**src/rtl/vedic_pkg.sv**
```systemverilog
// rtl/vedic_pkg.sv - shared slice width and sequencer state encoding
// Purpose: constants and types shared by the vedic adder path.
// Ports: none (package).
package vedic_pkg;

  localparam int SLICE_W = 8;

  typedef enum logic [1:0] {
    IDLE = 2'd0,
    RUN  = 2'd1,
    DONE = 2'd2
  } state_t;

endpackage

```
**src/rtl/fa_8bit.sv**
```systemverilog
// rtl/fa_8bit.sv - 8-bit ripple-carry adder slice
// Purpose: one combinational 8-bit ripple slice, time-shared by add_seq_ctrl.
// Ports:
//   a, b  in  8  slice operands
//   cin   in  1  carry into bit 0
//   sum   out 8  slice sum
//   cout  out 1  carry out of bit 7
module fa_8bit (
  input  logic [7:0] a,
  input  logic [7:0] b,
  input  logic       cin,
  output logic [7:0] sum,
  output logic       cout
);

  logic [8:0] c;

  assign c[0] = cin;

  for (genvar i = 0; i < 8; i++) begin : g_bit
    assign sum[i]   = a[i] ^ b[i] ^ c[i];
    assign c[i + 1] = (a[i] & b[i]) | (c[i] & (a[i] ^ b[i]));
  end

  assign cout = c[8];

endmodule

```
**src/rtl/add_seq_ctrl.sv**
```systemverilog
// rtl/add_seq_ctrl.sv - byte-serial W-bit adder sequencer around one fa_8bit
// Purpose: adds two W-bit operands one 8-bit slice per clock, LSB first,
//   carrying between slices in a register; valid/ready on both sides.
// Ports:
//   clk, rst              in      clock (rising), async active-high reset
//   in_valid / in_ready   in/out  operand handshake (a, b, cin)
//   a, b                  in  W   operands
//   cin                   in  1   carry into slice 0
//   out_valid / out_ready out/in  result handshake
//   sum                   out W   a+b+cin mod 2^W
//   cout                  out 1   carry out of bit W-1
//   ovf                   out 1   signed overflow
//   busy                  out 1   sequencer not idle
module add_seq_ctrl
  import vedic_pkg::*;
#(
  parameter int W = 32
) (
  input  logic         clk,
  input  logic         rst,
  input  logic         in_valid,
  output logic         in_ready,
  input  logic [W-1:0] a,
  input  logic [W-1:0] b,
  input  logic         cin,
  output logic         out_valid,
  input  logic         out_ready,
  output logic [W-1:0] sum,
  output logic         cout,
  output logic         ovf,
  output logic         busy
);

  localparam int NSLICE = W / SLICE_W;
  localparam int KW     = $clog2(NSLICE) + 1;

  state_t         state, state_next;
  logic [W-1:0]   opa, opb, sum_r;
  logic           carry, cout_r, ovf_r;
  logic           sign_a, sign_b;
  logic [KW-1:0]  k;
  logic [SLICE_W-1:0] slice_sum;
  logic           slice_cout;
  logic           last_slice;

  fa_8bit u_fa (
    .a    (opa[SLICE_W-1:0]),
    .b    (opb[SLICE_W-1:0]),
    .cin  (carry),
    .sum  (slice_sum),
    .cout (slice_cout)
  );

  assign last_slice = (k == KW'(NSLICE - 1));

  always_ff @(posedge clk or posedge rst) begin
    if (rst) begin
      state <= IDLE;
    end else begin
      state <= state_next;
    end
  end

  always_comb begin
    state_next = state;
    in_ready   = 1'b0;
    out_valid  = 1'b0;
    busy       = 1'b1;
    case (state)
      IDLE: begin
        in_ready = 1'b1;
        busy     = 1'b0;
        if (in_valid) state_next = RUN;
      end
      RUN: begin
        if (last_slice) state_next = DONE;
      end
      DONE: begin
        out_valid = 1'b1;
        if (out_ready) state_next = IDLE;
      end
      default: begin
        state_next = IDLE;
      end
    endcase
  end

  always_ff @(posedge clk or posedge rst) begin
    if (rst) begin
      opa    <= '0;
      opb    <= '0;
      sum_r  <= '0;
      carry  <= 1'b0;
      cout_r <= 1'b0;
      ovf_r  <= 1'b0;
      sign_a <= 1'b0;
      sign_b <= 1'b0;
      k      <= '0;
    end else begin
      case (state)
        IDLE: begin
          if (in_valid) begin
            opa    <= a;
            opb    <= b;
            carry  <= cin;
            k      <= '0;
            // Overflow is judged on the operand signs as accepted, since the
            // live inputs may change while the slices are being processed.
            sign_a <= a[W-1];
            sign_b <= b[W-1];
          end
        end
        RUN: begin
          opa   <= opa >> SLICE_W;
          opb   <= opb >> SLICE_W;
          // New slice enters at the top; after NSLICE shifts slice 0 sits at the bottom.
          sum_r <= (sum_r >> SLICE_W) | (W'(slice_sum) << (W - SLICE_W));
          carry <= slice_cout;
          k     <= k + KW'(1);
          if (last_slice) begin
            cout_r <= slice_cout;
            ovf_r  <= (sign_a == sign_b) && (slice_sum[SLICE_W-1] != sign_a);
          end
        end
        default: begin
        end
      endcase
    end
  end

  assign sum  = sum_r;
  assign cout = cout_r;
  assign ovf  = ovf_r;

endmodule

```
**config.mk**
```make
export PLATFORM = sky130hd
export DESIGN_NAME = add_seq_ctrl
export DESIGN_NICKNAME = d
export VERILOG_FILES = /design/src/rtl/vedic_pkg.sv /design/src/rtl/fa_8bit.sv /design/src/rtl/add_seq_ctrl.sv
export SDC_FILE = /design/constraint.sdc
export NUM_CORES = 1
export LEC_CHECK = 0
export ABC_CLOCK_PERIOD_IN_PS = 4100
export CORE_MARGIN = 2
export CORE_UTILIZATION = 48
export CTS_BUF_LIST = sky130_fd_sc_hd__clkbuf_2
export DETAILED_ROUTE_END_ITERATION = 16
export GPL_ROUTABILITY_DRIVEN = 0
export MAX_ROUTING_LAYER = met4
export PLACE_DENSITY = 0.79
export SLEW_MARGIN = 20
export SYNTH_ARGS = -nofsm -noshare
export SYNTH_HDL_FRONTEND = slang
export SYNTH_SLANG_ARGS = --single-unit
```
**constraint.sdc**
```tcl
create_clock -name clk -period 4.1 [get_ports clk]
set_input_delay 0.82 -clock clk [delete_from_list [all_inputs] [get_ports clk]]
set_output_delay 0.82 -clock clk [all_outputs]
set_load 0.01 [all_outputs]
```
-- After elaboration in Yosys (flattened, before gate mapping)
Cells that the tools add are included.
- register bits after elaboration: 106
- output and inout port bits: 37
- word-level logic and storage cells: 82
- add/sub/neg operators: 1
- eq/ne operators: 8
- multiplexer cells: 15
- bitwise gates (word level): 41
- reductions and logical operators: 7
- operators with widths (kind ; count):
    $pmux 32 s2 ; 2
    $mux 32 ; 2
    $or 24x32->32 ; 1
    $and 1x1->1 ; 16
    $xor 1x1->1 ; 16
    $or 1x1->1 ; 8
    $mux 2 ; 3
    $ne 2x2->1 const B ; 3
    $pmux 2 s3 ; 1
    $pmux 3 s2 ; 1
    $reduce_and 2->1 ; 3
    $mux 1 ; 4
    $add 3x1->3 const B ; 1
    $eq 3x2->1 const B ; 1
    $mux 3 ; 1
    $reduce_and 3->1 ; 1
    $eq 2x1->1 const B ; 1
    $eq 2x2->1 const B ; 1
    $logic_not 2->1 ; 1
    $pmux 1 s2 ; 1
    $reduce_bool 2->1 ; 1
    $eq 1x1->1 ; 1
    $logic_and 1x1->1 ; 1
    $ne 1x1->1 ; 1

-- Depth between registers and ports, before layout
- word-level depth: 18
- mapped depth: 14
- mapped depth without buffers: 14

-- Cells and area by module
Synthesis repeated with hierarchy kept, for this count alone.
- cells, all modules: 494
- area, all modules: 4697.0 µm²
- modules (own cells, without submodules) (module ; instances ; cells each ; area each (µm²)):
    add_seq_ctrl ; 1 ; 476 ; 4499.3
    fa_8bit ; 1 ; 18 ; 197.7

-- Least setup slack after synthesis
No wires, ideal clock.
- kind: register to register
- start: reg opa[0]
- end: reg ovf_r, in the netlist ovf
- arrival time: 3.728 ns
- path slack: 0.244 ns
- cell stages (with the launch flop): 15
- buffers on the path: 0
- period minus slack after synthesis: 3.856 ns
- path through: dfrtp_1 -> fa_1 -> inv_1 -> fa_1 -> inv_1 -> fa_1 -> fa_1 -> fa_1 -> fa_1 -> fa_1 -> inv_1 -> fa_1 -> and3_1 -> nor2_1 -> o21ai_0
- cells in the longest elaborated chain, start to end: 18
- ends and longest elaborated chain (element ; RTL line ; text):
    from (decl) ; add_seq_ctrl.sv:38 ; logic [W-1:0] opa, opb, sum_r;
    from (signal assigned) ; add_seq_ctrl.sv:114 ; opa <= opa >> SLICE_W;
    $xor 1x1->1 ; fa_8bit.sv:22 ; assign c[i + 1] = (a[i] & b[i]) | (c[i] & (a[i] ^ b[i]));
    $and 1x1->1 ; fa_8bit.sv:22 ;
    $or 1x1->1 * ; fa_8bit.sv:22 ;
    $and 1x1->1 * ; fa_8bit.sv:22 ;
    $or 1x1->1 * ; fa_8bit.sv:22 ;
    $and 1x1->1 * ; fa_8bit.sv:22 ;
    $or 1x1->1 * ; fa_8bit.sv:22 ;
    $and 1x1->1 * ; fa_8bit.sv:22 ;
    [... 2 more ...] ; - ;
    $or 1x1->1 * ; fa_8bit.sv:22 ;
    $and 1x1->1 * ; fa_8bit.sv:22 ;
    $or 1x1->1 * ; fa_8bit.sv:22 ;
    $and 1x1->1 * ; fa_8bit.sv:22 ;
    $or 1x1->1 * ; fa_8bit.sv:22 ;
    $xor 1x1->1 * ; fa_8bit.sv:21 ; assign sum[i] = a[i] ^ b[i] ^ c[i];
    $ne 1x1->1 * ; add_seq_ctrl.sv:122 ; ovf_r <= (sign_a == sign_b) && (slice_sum[SLICE_W-1] != sign_a);
    $logic_and 1x1->1 * ; add_seq_ctrl.sv:122 ;
    to (signal assigned) ; add_seq_ctrl.sv:122 ;
    to (decl) ; add_seq_ctrl.sv:39 ; logic carry, cout_r, ovf_r;
Mark *: on every way between the ends. The rest lies on a longest branch, timed or not.
A chain may end at the register's enable or synchronous reset.

-- Worst setup path after layout
Ends and elaborated chain as after synthesis.

==> impl_metrics.tcl <==
set metrics [dict create \
    status "finished clean" \
    vias 4003 \
    grt-ovfl-total 0 \
    async_flop_share_pct 100 \
    layout-drive-gt1-share_pct 5.57 \
    grt_start_max_net_pins 93 \
    routed.top_layer "met4" \
    final_core_util_pct 61.6 \
    ys_top_cells_by_count "nand2_1 (148), dfrtp_1 (106), a22oi_1 (48)" \
    nNetsFinal 684 \
    drt-met1-wl_mm 5.39 \
    synth_cells 519 \
    core_um2 9860 \
    hold_start "sum[17]" \
    ys_types 28 \
    syn_area_per_cell_um2 9.45 \
    worstSetupPathType "flip-flop to flip-flop" \
    critPathMaxStageDelay_ps 470 \
    post-route-period-util_pct 96.6 \
    wl_per_cell_um 16.1 \
    synth_area_leader_cell "dfrtp_1" \
    crit_path_max_fanout 3 \
    grt_first_pass_wirelength_mm 19.6 \
    finalCriticalPeriod_ps 3960 \
    start_util_pct 49.7 \
    synth_area_leaders "dfrtp_1 (54%), nand2_1 (11%), a22oi_1 (7.3%), nor2b_1 (4.3%), o21ai_1 (3.6%)" \
    grt_pass1_vias 3836 \
    synth_seq_cells 106 \
    numClockSinks 106 \
    dieHeight_um 105 \
    routed_wirelength_mm 12.0 \
    synth_top_area_share_pct 54.1 \
    initialDrtViolationCount 256 \
    dieArea_um2 11000 \
    htree_levels 3 \
    track_usage_pct 23.1 \
    ant_nets 0 \
    clockBufferDepth 2 \
    slew_headroom_pct 30.4 \
    syn_nets 598 \
    avgViaCountPerCell 5.39 \
    clockRootBuffer "clkbuf_2" \
    clock_skew_ps 40.8 \
    holdPathEnd "sum[9]" \
    max_slew.worst_pin.slew_ps 1040 \
    worst_slack_ps 138 \
    cp_slowest_cell "dfrtp_1" \
    startpoint_type "flip-flop" \
    setup.worst_path.end_class "flip-flop" \
    ir_drop_mv 0.300 \
    arrival_ps 4470 \
    antenna_found_initial 0 \
    pin_count 106 \
    pwr_density_cell_nw_per_um2 684 \
    hold_viol 0 \
    yosysSeqAreaShare_pct 54.1 \
    rr_startpoint "opa[0]" \
    yosysMostFrequentCell "nand2_1" \
    wl_met2_mm 5.69 \
    max_freq_ghz 0.252 \
    p_leak_nw 2.73 \
    cts_buffers 9 \
    synth_top_flop_cell "dfrtp_1" \
    setup_violations 0 \
    synth_edf_count 0 \
    synth_warnings 0 \
    syn2layout_area_growth_pct 23.9 \
    dp_hpwl_mm 8.06 \
    first_pass_iters 4 \
    r2r_cells 14 \
    rows 36 \
    syn_area_um2 4900 \
    post-route-drc-count 0 \
    dp_slack_ps 47.0 \
    hold_buffers 0 \
    n_fill_cell 804 \
    route.met3.wl_um 709 \
    cp.required_ps 4610 \
    startpoint "opa[0]" \
    port_buffers 105 \
    path_common_cell "fa_1" \
    insertion_delay_ps 590 \
    cp_cell_sequence "fa_1, inv_1, fa_1, inv_1, fa_1, fa_2, fa_2, fa_2, fa_1, inv_1, fa_1, and3_1, nor2_1, o21ai_0" \
    worstHoldPathType "flip-flop to flip-flop" \
    clkTransAtPathRegs_ps 280 \
    r2r-end "ovf" \
    r2r_slack_ps 140 \
    n_antenna_cell 0 \
    holdPathStages 2 \
    maxCapViolations 0 \
    chipWidth_um 105 \
    cts_tree "built" \
    slew_violations 0 \
]
## state kept, by name (all words and copies together), names as in the netlist, 2 cells and up
| signal | cells |
|---|---|
| opb | 32 |
| sum | 32 |
| opa | 32 |
| k | 3 |
| state | 2 |
## logic make-up after synthesis
group | share of synthesized area [%]
AOI/OAI and AO/OA | 17.7
adders and majority gates | 3.78
buffers and inverters | 5.31
DFF | 54.1
and+or+nand+nor | 19.1
## worst max-delay path, delay by kind of cell (launching register included)
family	cells	cell delay, ps
buf+inv	3	210
simple gates	2	280
flops	1	470
fa+ha+maj	8	2860
compound gates	1	70
## through the flow
stage | power (mW) | setup TNS, ps | cell area [µm²] | instances | hold slack (ps)
after floorplan | 3.06 | 0 | 4900 | 519 | 450
after global placement | 3.64 | 0 | 5960 | 725 | 459
after detailed placement | 3.73 | 0 | 5960 | 725 | 464
after CTS | 4.14 | 0 | 6050 | 741 | 513
after global routing | 4.51 | -14.7 | 6070 | 743 | 539
final | 4.16 | 0 | 6070 | 743 | 494
## power breakdown
| part | internal [mW] | switching, mW |
|---|---|---|
| sequential | 1.48 | 0.357 |
| combinational | 0.844 | 1.05 |
| clock | 0.0787 | 0.349 |
| total | 2.40 | 1.75 |
## worst max-delay path by stage
stage | depth (start not counted) | to | slack, ps
2_1_floorplan | 14 | ovf | 240
3_3_place_gp | 14 | ovf | 120
3_5_place_dp | 14 | ovf | 50
4_1_cts | 14 | ovf | 40
5_1_grt | 14 | ovf | -10
6_report | 14 | ovf | 140
## cells in the final DEF (no fill, tap or decap)
cell type,instances
buf_4,8
dfrtp_1,104
ha_1,2
clkbuf_2,9
a21oi_1,33
and3_1,1
and2b_4,1
or3b_1,1
inv_1,10
nand3b_1,1
inv_6,2
nor3_1,1
clkinv_4,2
o21ai_0,24
a22oi_1,48
nand2b_2,1
nor2_1,1
nand2b_1,1
o21ai_1,35
nor2b_4,1
a2bb2oi_1,4
nand3_1,16
clkinvlp_4,1
fa_1,5
or2_2,1
nand2_1,148
nor3b_4,1
clkdlybuf4s50_1,105
clkinv_1,3
dfrtp_2,2
nor2b_1,33
nor2b_2,1
o21bai_2,1
fa_2,3
## repair_timing
item / CTS / global route
gates resized for setup: 0 / 3
setup buffers: 0 / 2
setup endpoints to repair: 0 / 1
## layout make-up
| cell class | count | area (µm²) | area share (%) |
|---|---|---|---|
| timing repair buffer | 113 | 1110 | 18.3 |
| multi-input combinational | 364 | 2010 | 33.0 |
| tap | 133 | 166 | 2.74 |
| inverter | 11 | 46.3 | 0.762 |
| sequential | 106 | 2660 | 43.7 |
| clock buffer | 9 | 45.0 | 0.742 |
| clock inverter | 7 | 45.0 | 0.742 |
## layer usage
layer	global-route usage [%]	vias to the layer above
met5	-	-
met4	7.33	0
met3	4.24	18
met2	33.6	124
met1	33.1	1931
li1	-	1930
No activity file was read; power rests on OpenSTA's default activity.
